**src/rtl/multiexp_core_dispatcher.sv**
```systemverilog
//
// multiexp_core_dispatcher
//
// Job scheduler between the scalar/point read streams and a pool of G1
// point-multiply cores. A start pulse arms a run of i_num_in jobs. Each job
// is one scalar joined with one point and is issued to an idle core picked
// by the arbiter. Outstanding jobs are counted until every issued job has
// reported completion, then o_done pulses for one cycle.
//
// Build option:
//   MULTIEXP_DISPATCH_RR_EN  defined   -> round-robin core selection; the search
//                                         starts one past the last granted core
//                            undefined -> fixed priority, lowest eligible index
//                                         wins; no pointer register is built
//
// Ports:
//   i_clk, i_rst                     clock, synchronous active-high reset
//   i_start, i_num_in                run start pulse, job count sampled on start
//   i_scl_val, o_scl_rdy, i_scl_dat  scalar stream
//   i_pnt_val, o_pnt_rdy, i_pnt_dat  point stream
//   o_job_val                        one-hot issue strobe, one bit per core
//   i_job_rdy                        per-core idle level
//   o_job_dat                        {scalar, point}, bus shared by all cores
//   i_cmp_val                        per-core completion pulses
//   o_busy                           run in progress (cycle after start .. done)
//   o_done                           one-cycle run-complete pulse
//   o_err                            sticky error: stray completion or start
//                                    while a run is active
//
module multiexp_core_dispatcher #(
  parameter int NUM_CORES = 4,
  parameter int SCL_BITS  = 256,
  parameter int PNT_BITS  = 512,
  parameter int CNT_BITS  = 64
) (
  input  logic                         i_clk,
  input  logic                         i_rst,
  input  logic                         i_start,
  input  logic [CNT_BITS-1:0]          i_num_in,
  input  logic                         i_scl_val,
  output logic                         o_scl_rdy,
  input  logic [SCL_BITS-1:0]          i_scl_dat,
  input  logic                         i_pnt_val,
  output logic                         o_pnt_rdy,
  input  logic [PNT_BITS-1:0]          i_pnt_dat,
  output logic [NUM_CORES-1:0]         o_job_val,
  input  logic [NUM_CORES-1:0]         i_job_rdy,
  output logic [SCL_BITS+PNT_BITS-1:0] o_job_dat,
  input  logic [NUM_CORES-1:0]         i_cmp_val,
  output logic                         o_busy,
  output logic                         o_done,
  output logic                         o_err
);

  typedef enum logic [1:0] {
    ST_IDLE,
    ST_ISSUE,
    ST_DRAIN,
    ST_DONE
  } state_t;

  state_t               state_reg;
  logic [CNT_BITS-1:0]  remaining_reg;
  logic [CNT_BITS-1:0]  outstanding_reg;
  logic [NUM_CORES-1:0] holding_reg;
  logic                 busy_reg;
  logic                 done_reg;
  logic                 err_reg;

  logic [NUM_CORES-1:0] eligible;
  logic [NUM_CORES-1:0] cmp_ok;
  logic [NUM_CORES-1:0] cmp_stray;
  logic [NUM_CORES-1:0] grant_onehot;
  logic                 fire;
  logic [CNT_BITS-1:0]  cmp_count;
  logic [CNT_BITS-1:0]  outstanding_next;

  // A core may take a job only if it reports idle and we have not already
  // handed it one that is still in flight. Completions are only honoured
  // from cores that actually hold a job; anything else is a stray pulse.
  generate
    for (genvar gi = 0; gi < NUM_CORES; gi++) begin : g_core
      assign eligible[gi]  = i_job_rdy[gi] & ~holding_reg[gi];
      assign cmp_ok[gi]    = i_cmp_val[gi] &  holding_reg[gi];
      assign cmp_stray[gi] = i_cmp_val[gi] & ~holding_reg[gi];
    end
  endgenerate

  // Several cores may finish in the same cycle, so count all of them.
  always_comb begin
    cmp_count = '0;
    for (int i = 0; i < NUM_CORES; i++) begin
      cmp_count = cmp_count + CNT_BITS'(cmp_ok[i]);
    end
  end

`ifdef MULTIEXP_DISPATCH_RR_EN
  localparam int IDX_W = (NUM_CORES > 1) ? $clog2(NUM_CORES) : 1;

  // Holds the index where the next search begins, i.e. one past the core
  // granted last. Resetting it to 0 makes the first grant of a fresh
  // pointer go to core 0.
  logic [IDX_W-1:0] rr_ptr_reg;
  logic [IDX_W-1:0] rr_ptr_next;

  // Pick the eligible core with the smallest circular distance from the
  // pointer; scanning by distance avoids variable-index wrap arithmetic.
  always_comb begin
    int best;
    int dist;
    int best_dist;
    best      = 0;
    dist      = 0;
    best_dist = NUM_CORES;
    for (int j = 0; j < NUM_CORES; j++) begin
      if (eligible[j]) begin
        dist = j - int'(rr_ptr_reg);
        if (dist < 0) begin
          dist = dist + NUM_CORES;
        end
        if (dist < best_dist) begin
          best_dist = dist;
          best      = j;
        end
      end
    end
    grant_onehot = '0;
    for (int j = 0; j < NUM_CORES; j++) begin
      if ((best_dist < NUM_CORES) && (j == best)) begin
        grant_onehot[j] = 1'b1;
      end
    end
    rr_ptr_next = (best == NUM_CORES - 1) ? '0 : IDX_W'(best + 1);
  end

  always_ff @(posedge i_clk) begin
    if (i_rst) begin
      rr_ptr_reg <= '0;
    end else if (fire) begin
      rr_ptr_reg <= rr_ptr_next;
    end
  end
`else
  // Fixed priority: the lowest-index eligible core wins.
  always_comb begin
    logic found;
    found        = 1'b0;
    grant_onehot = '0;
    for (int j = 0; j < NUM_CORES; j++) begin
      if (eligible[j] && !found) begin
        grant_onehot[j] = 1'b1;
        found           = 1'b1;
      end
    end
  end
`endif

  // Joined handshake: both streams are consumed together, and only when a
  // core is available, so neither stream can run ahead of the other.
  assign fire = (state_reg == ST_ISSUE) & i_scl_val & i_pnt_val & (|eligible);

  assign o_job_val = fire ? grant_onehot : '0;
  assign o_scl_rdy = fire;
  assign o_pnt_rdy = fire;
  assign o_job_dat = fire ? {i_scl_dat, i_pnt_dat} : '0;

  // Issue and completion in the same cycle net out here.
  assign outstanding_next = outstanding_reg + CNT_BITS'(fire) - cmp_count;

  assign o_busy = busy_reg;
  assign o_done = done_reg;
  assign o_err  = err_reg;

  always_ff @(posedge i_clk) begin
    if (i_rst) begin
      state_reg       <= ST_IDLE;
      remaining_reg   <= '0;
      outstanding_reg <= '0;
      holding_reg     <= '0;
      busy_reg        <= 1'b0;
      done_reg        <= 1'b0;
      err_reg         <= 1'b0;
    end else begin
      holding_reg     <= (holding_reg & ~cmp_ok) | o_job_val;
      outstanding_reg <= outstanding_next;
      done_reg        <= 1'b0;

      // An accepted start clears the flag, but a stray completion in the
      // very same cycle still wins.
      if ((|cmp_stray) || (i_start && (state_reg != ST_IDLE))) begin
        err_reg <= 1'b1;
      end else if (i_start) begin
        err_reg <= 1'b0;
      end

      case (state_reg)
        ST_IDLE: begin
          if (i_start) begin
            remaining_reg   <= i_num_in;
            outstanding_reg <= '0;
            busy_reg        <= 1'b1;
            if (i_num_in == '0) begin
              state_reg <= ST_DONE;
              done_reg  <= 1'b1;
            end else begin
              state_reg <= ST_ISSUE;
            end
          end
        end
        ST_ISSUE: begin
          if (fire) begin
            remaining_reg <= remaining_reg - CNT_BITS'(1);
            if (remaining_reg == CNT_BITS'(1)) begin
              state_reg <= ST_DRAIN;
            end
          end
        end
        ST_DRAIN: begin
          if (outstanding_next == '0) begin
            state_reg <= ST_DONE;
            done_reg  <= 1'b1;
          end
        end
        ST_DONE: begin
          state_reg <= ST_IDLE;
          busy_reg  <= 1'b0;
        end
        default: begin
          state_reg <= ST_IDLE;
        end
      endcase
    end
  end

endmodule
```
**config.mk**
```make
export PLATFORM = sky130hd
export DESIGN_NAME = multiexp_core_dispatcher
export DESIGN_NICKNAME = d
export VERILOG_FILES = /design/src/rtl/multiexp_core_dispatcher.sv
export SDC_FILE = /design/constraint.sdc
export NUM_CORES = 1
export LEC_CHECK = 0
export BUFFER_PORTS_ARGS = -buffer_cell sky130_fd_sc_hd__buf_4
export CORE_AREA = 2 2 627 629
export CTS_CLUSTER_SIZE = 12
export DETAILED_ROUTE_END_ITERATION = 8
export DIE_AREA = 0 0 629 631
export PLACE_DENSITY = 0.3
export SETUP_SLACK_MARGIN = 0.3
export SLEW_MARGIN = 20
export SYNTH_ARGS = -nofsm -noshare
export SYNTH_HDL_FRONTEND = slang
export SYNTH_SLANG_ARGS = --single-unit
```
**constraint.sdc**
```tcl
create_clock -name i_clk -period 8.1 [get_ports i_clk]
set_clock_uncertainty 0.15 [all_clocks]
set_input_delay 2.025 -clock i_clk [delete_from_list [all_inputs] [get_ports i_clk]]
set_output_delay 2.025 -clock i_clk [all_outputs]
set_load 0.1 [all_outputs]
```
* Yosys cells after proc, flatten, opt, wreduce, memory -nomap -nowiden
Cells that the tools add are included.
Operators by class: shifts and indexed selects 0, multipliers 0, bitwise gates (word level) 22, eq/ne operators 8, div/mod/pow operators 0, $add $sub $neg 6, magnitude comparators 0, reduce and logical (&&, ||, !) cells 20, multiplexer cells 27
Operator list (count):
- two-way mux 768 bit | 1
- two-way mux 64 bit | 4
- zero test 64 bit | 2
- one-hot mux 64 bit (2 select lines) | 1
- adder 64 x 1 -> 64 bit | 1
- == test 64 x 1 -> 1 bit, second input constant | 1
- subtractor 64 x 1 -> 64 bit, second input constant | 1
- subtractor 64 x 4 -> 64 bit | 1
- bitwise AND 1 bit | 15
- two-way mux 1 bit | 12
- two-way mux 2 bit | 5
- one-hot mux 2 bit (4 select lines) | 1
- nonzero test 2 bit | 4
- OR reduction 4 bit | 2
- != test 2 bit, second input constant | 3
- adder 3 x 1 -> 4 bit | 1
- bitwise AND 4 bit | 1
- == test 2 bit, second input constant | 2
- logical AND 1 bit | 4
- two-way mux 4 bit | 1
- NOT 1 bit | 4
- NOT 4 bit | 1
- OR 4 bit | 1
- one-hot mux 1 bit (2 select lines) | 2
- other kinds (10) | 12
Storage, ports and cells: bits in read-only memories 0, word-level logic and storage cells 90, output and inout port bits 777, bits in latches 0, RAM bits 0, bits of input ports 845, memories 0, register bits 137

* Longest topological paths before layout
Gate-level depths: netlist (run 1).
depth after elaboration 14, mapped depth 26

* Worst setup path before layout (run 1)
No wires, ideal clock.
path kind input to register, from input i_job_rdy[1], to register state_reg[1], setup time 0.091 ns, path slack 1.198 ns, arrival time 6.661 ns, path buffers 0, cell stages on the path 25, data required time 7.859 ns, path through nand2_1 nand2_1 nor2_1 nand2b_1 fa_1 inv_1 ha_1 inv_1 fa_1 inv_1 ha_1 inv_1 fa_1 and3b_1 o211ai_2 nand3_1 a2111oi_2 nor2_1 o31ai_2 o21ai_0 nor3_1 nand4_1 o41ai_2 a21oi_1 a311oi_1
Between the ends: longest elaborated chain between the ends 8
RTL lines:
- from (decl) | line 47 | input logic [NUM_CORES-1:0] i_job_rdy,
- bitwise AND 1 bit (*) | line 83 | assign eligible[gi] = i_job_rdy[gi] & ~holding_reg[gi];
- OR reduction 4 bit (*) | line 160 | assign fire = (state_reg == ST_ISSUE) & i_scl_val & i_pnt_val & (|eligible);
- bitwise AND 1 bit (*) | line 160
- adder 64 x 1 -> 64 bit | line 168 | assign outstanding_next = outstanding_reg + CNT_BITS'(fire) - cmp_count;
- subtractor 64 x 4 -> 64 bit | line 168
- zero test 64 bit | line 219 | if (outstanding_next == '0) begin
- != test 2 bit (no source line)
- AND reduction 4 bit (no source line) (*)
- to (signal assigned) | line 176 | state_reg <= ST_IDLE;
- to (signal assigned) | line 220 | state_reg <= ST_DONE;
- to (signal assigned) | line 225 | state_reg <= ST_IDLE;
- to (decl) | line 62 | state_t state_reg;
Mark *: on every way between the ends. The rest lies on a longest branch, timed or not. A chain may end at the register's enable or synchronous reset.

* Worst setup path in the final report (run 1)
Same ends and word-level chain as after synthesis.

==> results of run 1 <==
[routing by layer]
layer,track usage (%),vias to the layer above,share of wire [%]
li1,-,12100,-
met1,26.7,13700,41
met2,35.8,2179,43
met3,15.1,759,14
met4,2.78,112,1.9
met5,1.04,-,0.15
[stage by stage]
stage	total power, µW	setup TNS (ns)
2_1_floorplan	7860	0
3_3_place_gp	11800	-0.165
3_5_place_dp	11700	-0.0549
4_1_cts	12700	0
5_1_grt	13500	0
6_report	12700	0
[final timing paths]
kind	to	slack, ns	depth (start not counted)
setup / recovery	state_reg[1]	0.70	28
setup reg to reg	state_reg[1]	1.34	27
hold reg to reg	remaining_reg[35]	0.33	2
hold / removal	remaining_reg[35]	0.33	2
[what timing repair did]
item,4_1_cts,5_1_grt
setup endpoints to repair,0,2
setup buffers,0,1
resized for setup,0,8
[layout make-up]
class / instances / area share, %
well taps: 5220 / 17.5
inverters: 212 / 2.15
diodes: 253 / 1.69
clock inverters: 15 / 0.415
repair buffers: 1673 / 33.8
multi-input cells: 2107 / 36.0
flip-flops and latches: 137 / 7.34
clock buffers: 17 / 1.14
[cells in the final DEF (no fill, tap or decap), drive strengths merged, types with 21 or more instances in the layout]
cell	Yosys	layout
diode	0	253
a22oi	25	25
dfxtp	137	137
nand2	189	189
a21o	23	23
nand4	46	46
xor2	22	22
nor4	40	40
nor2	182	182
nand2b	21	21
o21ai	103	103
inv	211	219
nand3	37	37
ha	127	127
and2	796	796
a211oi	37	37
xnor2	24	24
buf	9	1673
nor3	51	51
a21oi	142	142
[cells by family after synthesis]
family / Yosys count / share of synthesized area [%]
adder cells (fa/ha/maj): 132 / 9.62
multiplexers: 12 / 0.691
AO/OA/AOI/OAI: 472 / 17.1
AND/OR/NAND/NOR: 1445 / 46.3
buffers and inverters: 389 / 8.37
XOR/XNOR: 46 / 2.29
flip-flops: 137 / 15.6
[power by group]
group	internal [µW]	switching, µW	total [µW]
logic	3140	7590	10700
registers	914	194	1110
clock network	433	429	862
total	4490	8210	12700
[worst max-delay path, cell delays in order]
cell and delay, ns:
buf_4 0.08, nand2_1 0.06, nand2_1 0.10, nor2_1 0.05, nand2b_1 0.19, fa_1 0.49, inv_1 0.07, ha_1 0.14
inv_1 0.05, fa_1 0.39, inv_1 0.07, ha_1 0.17, inv_1 0.06, fa_1 0.45, and3b_1 0.26, o211ai_4 0.27
nand3_2 0.17, a2111oi_4 0.44, buf_4 0.23, nor2_1 0.07, buf_4 0.19, o21ai_0 0.21, xnor2_1 0.19, nand4_1 0.24
o41ai_2 0.43, buf_4 0.18, a21oi_1 0.06, a311oi_1 0.32
==> impl_results.md, run 1 <==
* RD Place Congestion at 1.03
* Vias in the first global route at 26700
* Cell count after placement at 9348
* GRT Overall Usage at 23.0%
* Largest net degree at the start of global routing at 151
* Effective utilization at floorplan at 4.50%
* Netlist cell types at 74
* Floorplan Core Area at 0.391 mm²
* Mapped cell area at 0.0176 mm²
* Nature of the critical path startpoint: input port
* H-tree depth at 4
* Crit Path Category: in -> reg
* Async SR Flop Fraction at 0%
* Die height at 631 µm
* Die span in x at 629 µm
* Routed vias at 28900
* Hold Vio Cnt, Final at 0
* Multi-input logic area at 0.0134 mm²
* Slew margin rel. at 26.6%
* Root Driver: clkbuf_16
* Tmin final at 7.40 ns
* CP startpoint: i_job_rdy[1]
* Post-synth EDFFs at 0
* Register area share after synthesis at 15.6%
* TritonCTS clock tree: built
* Drt total wl at 473000 µm
* Finished Cell Area at 0.0374 mm²
* Max Slew Vio Count at 0
* Worst reg2reg startpoint: state_reg[1]
* Fin Hold WS at 0.329 ns
* Area contributors post-synth: and2_1 (28%), dfxtp_1 (16%), ha_1 (9.0%)
* # rows at 230
* Unrepaired setup endpoints after global routing: no
* Maximum VDD drop at 168 µV
* Min-delay worst type: reg -> reg
* Hold buffers post-CTS at 0
* Wire length per cell at 49.1 µm
* Fmax at 135 MHz
* Critical path peak fanout at 4
* #FFs+latches synth at 137
* Final Cycle Share at 91.3%
* Vias/cell at 3.00
* DR pass1 iterations at 5
* Final worst setup slack at 0.703 ns
* CP Capture Type: flip-flop
* Number of max-cap violations at 0
* Count leader, synth: and2_1
* Num CTS Buffers at 17
* Status: completed
* Top_reg_cell synth: dfxtp_1
* Nets at 5125
* Final core occ at 9.56%
* Die area at 0.397 mm²
* Final setup vio count at 0
* Pwr dens at 340 mW/mm²
* WP data required at 8.36 ns
* Detail Route Antenna Nets at 0
* Worst-Margin Slew at 1.10 ns
* Synth-to-Final Area Change at 113%
* IO Pins at 1622
* Fin cells at 9634
* Syn. warnings at 0
* Overflow after GRT at 0
* Area of placed instances at 0.0361 mm²
* Syn_area_per_cell at 6.67 µm²
* Pre-CTS WS at -0.0549 ns
* Layout cells sized above 1 at 41.9%
* Clk pin slew, worst setup/hold paths at 0.08 ns
* Share of the synthesized area in the top cell type at 28.3%
* Mapped Nets at 3610
* FILL cells at 46200
* Post-synth top area cell: and2_1
* First-pass GRT wire length at 535000 µm
* Synth Instances at 2633
* Crit path DAT at 7.66 ns
* Worst-Skew Late Latency at 0.53 ns
* Leak at 0.0164 µW
* Clk sinks at 137
* Initial drt markers at 2061
* Initial antenna violation count at 540
* Post-DP HPWL at 450000 µm
* Synth top cells by count: and2_1 (796), inv_1 (211), nand2_1 (188)
* Worst Min Path Start: remaining_reg[35]
* DR DRC count at 0
* Reg area at 0.00274 mm²
* Maximum clock path buffer count at 2
* Port Buf Inserts at 1621
No activity file was read; power rests on OpenSTA's default activity.
==> run 2, diff against run 1 <==
--- a/config.mk
+++ b/config.mk
@@ -10,6 +10,7 @@
 export CTS_CLUSTER_SIZE = 12
 export DETAILED_ROUTE_END_ITERATION = 8
 export DIE_AREA = 0 0 629 631
+export GPL_TIMING_DRIVEN = 0
 export PLACE_DENSITY = 0.3
 export SETUP_SLACK_MARGIN = 0.3
 export SLEW_MARGIN = 20
==> run 2 against run 1 <==
Worst setup slack worse by 0.32 ns. First-iteration DRC count up 12%. Sequential power about the same. Sequential share of layout area down 0.068 points. Register-to-register slack worse by 0.30 ns. Power up 3.9%. Count of clock-buffer cells in the layout unchanged. Combinational power up 5%. Critical path type is now in -> out. Critical endpoint is now o_job_dat[481]. Largest cell class unchanged.
==> impl_results.md, run 2 (synthesis results as in run 1) <==
* Status: completed
* Clock power share at 6.7%
* Slew margin rel. at 31.2%
* Kind of cell adding the most delay to the critical path: buffers and inverters
* # rows at 230
* Final setup vio count at 0
* Max stage delay on crit path at 0.64 ns
* Area of placed instances at 0.0364 mm²
* Pwr dens at 350 mW/mm²
* Finished Cell Area at 0.0377 mm²
* RD Place Congestion at 1.25
* DR pass1 iterations at 5
* Floorplan Core Area at 0.391 mm²
* Drt total wl at 487000 µm
* Post-DP HPWL at 465000 µm
* Met2 usage in global routing at 34.7%
* Layout cells sized above 1 at 40.1%
* Initial drt markers at 2299
* Effective utilization at floorplan at 4.50%
* GRT Overall Usage at 23.6%
* Overflow after GRT at 0
* Port Buf Inserts at 1621
* M3 GR Usage at 13.0%
* Largest net degree at the start of global routing at 17
* Max Slew Vio Count at 0
* P_sw at 8770 µW
* Fmax at 130 MHz
* Final Cycle Share at 95.2%
* Die span in x at 629 µm
* Unrepaired setup endpoints after global routing: no
* Critical path peak fanout at 10
* DR DRC count at 0
* IO Pins at 1622
* Vias/cell at 3.07
* Worst-Skew Late Latency at 0.51 ns
* Seq pwr share at 8.3%
* Crit Path Category: in -> out
* Initial antenna violation count at 588
* Setup TNS at 0 ns
* Most Crowded Layer GR: met2
* CP Capture Type: primary output
* Num CTS Buffers at 17
* TritonCTS clock tree: built
* Detail Route Antenna Nets at 0
* Synth-to-Final Area Change at 115%
* Routed vias at 29800
* Maximum VDD drop at 218 µV
* Switching fraction of total power at 66.4%
* Clk pin slew, worst setup/hold paths at 0.08 ns
* Commonest non-fill, non-tap cells in the layout: buf_4 (1630), and2_1 (792), inv_1 (211)
* CP Cell Sequence: buf_4, nand2_1, nand2_1, nor2_1, nand2b_4, clkinv_1, clkbuf_2, buf_12, clkbuf_2, clkbuf_1, and2_1, buf_4
* Clk sinks at 137
* Nature of the critical path startpoint: input port
* Commonest non-fill, non-tap cell in the layout: buf_4
* Die area at 0.397 mm²
* Fin Hold WS at 0.333 ns
* Leak at 0.0165 µW
* Maximum clock path buffer count at 2
* Vias in the first global route at 27200
* Tmin final at 7.71 ns
* Comb pwr share at 85.0%
* Number of max-cap violations at 0
* Root Driver: clkbuf_16
* WP data required at 5.93 ns
* Die height at 631 µm
* First-pass GRT wire length at 548000 µm
* CP bufs+invs at 7
* Hold Vio Cnt, Final at 0
* Critical path's slowest cell: and2_1
* Met1 Resource Use GR at 28.6%
* Crit path DAT at 5.54 ns
* Wire length per cell at 50.0 µm
* Nets at 5261
* Internal at 4430 µW
* Worst-Margin Slew at 1.02 ns
* Min-delay worst type: reg -> reg
* H-tree depth at 4
## run 2: cell types whose count changed in the layout (fill, tap and decap cells not counted), sizes merged
cell,before,now
bufinv,1,2
clkinv,6,3
inv,219,220
clkbuf,17,185
diode,253,210
buf,1673,1641
clkinvlp,1,2
## run 2: per-stage QoR
stage | util (%) | setup WS [ns] | instances | total power, µW
final | 9.65 | 0.386 | 9727 | 13200
after global routing | 9.55 | 0.253 | 9564 | 14000
after CTS | 9.48 | 0.226 | 9511 | 13000
after detailed placement | 9.31 | -0.899 | 9478 | 12000
after global placement | 9.28 | -1.56 | 9474 | 12100
after floorplan | - | 1.20 | 2633 | 7860
## run 2: layout make-up
cell class,count,area (µm²)
Fill cell,46200,353000
Multi-Input combinational cell,2107,13500
Timing Repair Buffer,1632,12300
Tap cell,5220,6530
Sequential cell,137,2740
Inverter,212,796
Buffer,177,684
Antenna cell,210,526
Clock buffer,17,425
Clock inverter,15,181
## run 2: what timing repair did
action                     CTS  global route
resized for setup           14            20
setup endpoints to repair   57             6
pin swaps                    2             7
hold buffers                 0             0
hold endpoints to repair     0             0
cloned                       0             0
buffers inserted             1             6
## run 2: path summary, 6_finish.rpt
path / start / end / slack, ns / cells after the start
setup / recovery: i_job_rdy[1] / o_job_dat[481] / 0.39 / 12
hold / removal: remaining_reg[35] / remaining_reg[35] / 0.33 / 2
setup reg to reg: state_reg[1] / state_reg[1] / 1.04 / 27
hold reg to reg: remaining_reg[35] / remaining_reg[35] / 0.33 / 2
## run 2: power groups by stage
stage	Sequential [µW]	Clock [µW]	Combinational, µW
6_report	1100	880	11200
5_1_grt	1130	929	11900
4_1_cts	1090	911	11000
3_5_place_dp	1110	0	10900
3_3_place_gp	1100	0	11000
2_1_floorplan	1070	0	6790
## run 2: routing by layer
layer	routed length (µm)	part of all wire, %
met2	202000	41
met4	20000	4.1
met3	59400	12
met5	1000	0.21
met1	205000	42
## run 2: tightest hold or removal path: cells and delay by family (launching register included)
family / cells / cell delay [ns]
DFF: 1 / 0.31
AOI/OAI and AO/OA: 2 / 0.13
==> run 3, diff against run 2 <==
--- a/config.mk
+++ b/config.mk
@@ -5,11 +5,13 @@
 export SDC_FILE = /design/constraint.sdc
 export NUM_CORES = 1
 export LEC_CHECK = 0
+export ABC_AREA = 1
 export BUFFER_PORTS_ARGS = -buffer_cell sky130_fd_sc_hd__buf_4
-export CORE_AREA = 2 2 627 629
+export CAP_MARGIN = 0
+export CORE_AREA = 2 2 636 638
 export CTS_CLUSTER_SIZE = 12
 export DETAILED_ROUTE_END_ITERATION = 8
-export DIE_AREA = 0 0 629 631
+export DIE_AREA = 0 0 638 640
 export GPL_TIMING_DRIVEN = 0
 export PLACE_DENSITY = 0.3
 export SETUP_SLACK_MARGIN = 0.3
==> run 3 against run 2 <==
Critical path depth is 2 lower. Combinational power about the same. First-iteration DRC count decreased by 20%. Power fell by 2.1%. Design area grew 5.9%. Critical endpoint is now o_job_dat[490].
==> impl_results.md, run 3 <==
* Status: completed
* Effective utilization at floorplan at 5.07%
* Die area at 0.408 mm²
* Maximum clock path buffer count at 2
* Worst-Skew Late Latency at 0.52 ns
* IO Pins at 1622
* Worst-Margin Slew at 1.13 ns
* H-tree depth at 4
* Largest family of logic cells by synthesized area: simple AND/OR/NAND/NOR gates
* Vias in the first global route at 30500
* Nets at 6756
* Synth top cells by count: inv_1 (1314), nor2_1 (1133), nand2_1 (696)
* Register-to-register setup slack at 1.10 ns
* Share of the synthesized area in the top cell type at 24.2%
* Commonest non-fill, non-tap cells in the layout: buf_4 (1623), inv_1 (1314), nor2_1 (1131)
* Count leader, synth: inv_1
* Port Buf Inserts at 1621
* Cell count after placement at 11000
* Die height at 640 µm
* DR DRC count at 0
* FILL cells at 48000
* Wire length per cell at 30.9 µm
* Overflow after GRT at 0
* Floorplan Core Area at 0.401 mm²
* Syn. warnings at 0
* Slew margin rel. at 24.3%
* Post-synthesis compound-gate area fraction at 6.95%
* # rows at 233
* Post-synth EDFFs at 0
* Unrepaired setup endpoints after global routing: no
* Detail Route Antenna Nets at 0
* GRT Overall Usage at 16.2%
* Post-DP HPWL at 328000 µm
* Nature of the critical path startpoint: input port
* Crit path to: o_job_dat[490]
* Netlist cell types at 46
* Reg2reg end: o_done
* Syn_area_per_cell at 4.92 µm²
* First-pass GRT wire length at 409000 µm
* Drt total wl at 344000 µm
* Pwr dens at 323 mW/mm²
* Initial drt markers at 1849
* Min-delay worst type: reg -> reg
* WP data required at 5.93 ns
* #FFs+latches synth at 137
* Hold Vio Cnt, Final at 0
* Synth Area in Adders at 8.30%
* Synth-to-Final Area Change at 96.4%
* CP startpoint: i_pnt_val
* Post-synthesis xor/xnor area fraction at 2.07%
* Area of placed instances at 0.0392 mm²
* Largest net degree at the start of global routing at 17
* Initial antenna violation count at 216
* Leak at 0.0228 µW
* Vias/cell at 2.77
* Clk sinks at 137
* Worst r2r path cells at 33
* Fin cells at 11100
* Fin Hold WS at 0.322 ns
* Fmax at 132 MHz
* Simple-Gate Fraction of Synth Area at 42.3%
* Routed vias at 30800
* Final core occ at 9.95%
* Critical path peak fanout at 10
* Top_reg_cell synth: dfxtp_1
* CP Capture Type: primary output
* Register area share after synthesis at 13.5%
* Root Driver: clkbuf_16
* Mapped Nets at 5112
* Synth Instances at 4135
* Post-synth top area cell: inv_1
* Clk pin slew, worst setup/hold paths at 0.07 ns
* Finished Cell Area at 0.0400 mm²
* Num CTS Buffers at 17
* Async SR Flop Fraction at 0%
* Die span in x at 638 µm
* DR pass1 iterations at 5
* Layout cells sized above 1 at 30.5%
* RD Place Congestion at 1.00
* Final setup vio count at 0
* Final Cycle Share at 93.6%
* Total Power at 12900 µW
* Maximum VDD drop at 156 µV
* Number of max-cap violations at 0
* Area contributors post-synth: inv_1 (24%), nor2_1 (21%), dfxtp_1 (13%)
* Post-synthesis mux area share at 0.0492%
* Crit path DAT at 5.40 ns
* Mapped cell area at 0.0203 mm²
* Max Slew Vio Count at 0
* Commonest non-fill, non-tap cell in the layout: buf_4
* Tmin final at 7.58 ns
* Hold buffers post-CTS at 0
* Worst reg2reg startpoint: state_reg[1]
* TritonCTS clock tree: built
* Crit Path Category: in -> out
-- run 3: timing repair --
item / 4_1_cts / 5_1_grt
buffers inserted: 1 / 0
pin swaps: 1 / 1
setup endpoints to repair: 596 / 5
resized for setup: 7 / 6
-- run 3: area by class of cell --
cell class,instances,area [µm²],share of cell area (%)
tap,5287,6620,16.6
clock inverter,13,131,0.329
antenna,44,110,0.276
sequential,137,2740,6.86
multi-input combinational,2542,12200,30.5
inverter,1330,4990,12.5
buffer,126,505,1.27
timing repair buffer,1625,12200,30.6
clock buffer,19,443,1.11
-- run 3: metal layers --
metal,global-route usage (%),wire (µm),vias to the layer above
met5,0,897,-
met4,1.96,5250,146
met3,9.90,47400,349
met2,22.5,133000,1299
met1,21.6,157000,13900
li1,-,-,15100
-- run 3: worst min path at each step --
stage	start	endpoint	slack [ns]	depth (start not counted)
after floorplan	remaining_reg[63]	remaining_reg[63]	0.30	2
after global placement	remaining_reg[63]	remaining_reg[63]	0.31	2
after detailed placement	remaining_reg[63]	remaining_reg[63]	0.31	2
after CTS	remaining_reg[63]	remaining_reg[63]	0.32	2
after global routing	remaining_reg[63]	remaining_reg[63]	0.36	2
final	remaining_reg[63]	remaining_reg[63]	0.32	2
-- run 3: report_power, final --
part	internal, µW	switching (µW)	total (µW)	leakage (µW)
combinational	2920	8010	10900	0.0214
clock	437	395	832	0.000278
sequential	931	224	1150	0.00113
-- run 3: cells by family after synthesis --
group	count (synthesis)
fa+ha+maj	132
buf+inv	1456
xor+xnor	48
simple gates	2097
compound gates	264
flops	137
mux	1
-- run 3: stage by stage --
step / setup slack, ns / setup TNS (ns)
floorplan: 0.750 / 0
global placement: -2.75 / -459.13
detailed placement: -1.84 / -86.93
CTS: 0.322 / 0
global route: 0.304 / 0
finish: 0.520 / 0
-- run 3: worst max-delay path, cell delays in order --
cell and delay, ns:
buf_4 0.09, nand3_2 0.29, nor2_4 0.27, inv_4 0.13, clkbuf_8 0.22, buf_16 0.17
clkbuf_1 0.44, clkbuf_1 0.42, nor2_1 0.84, buf_4 0.44
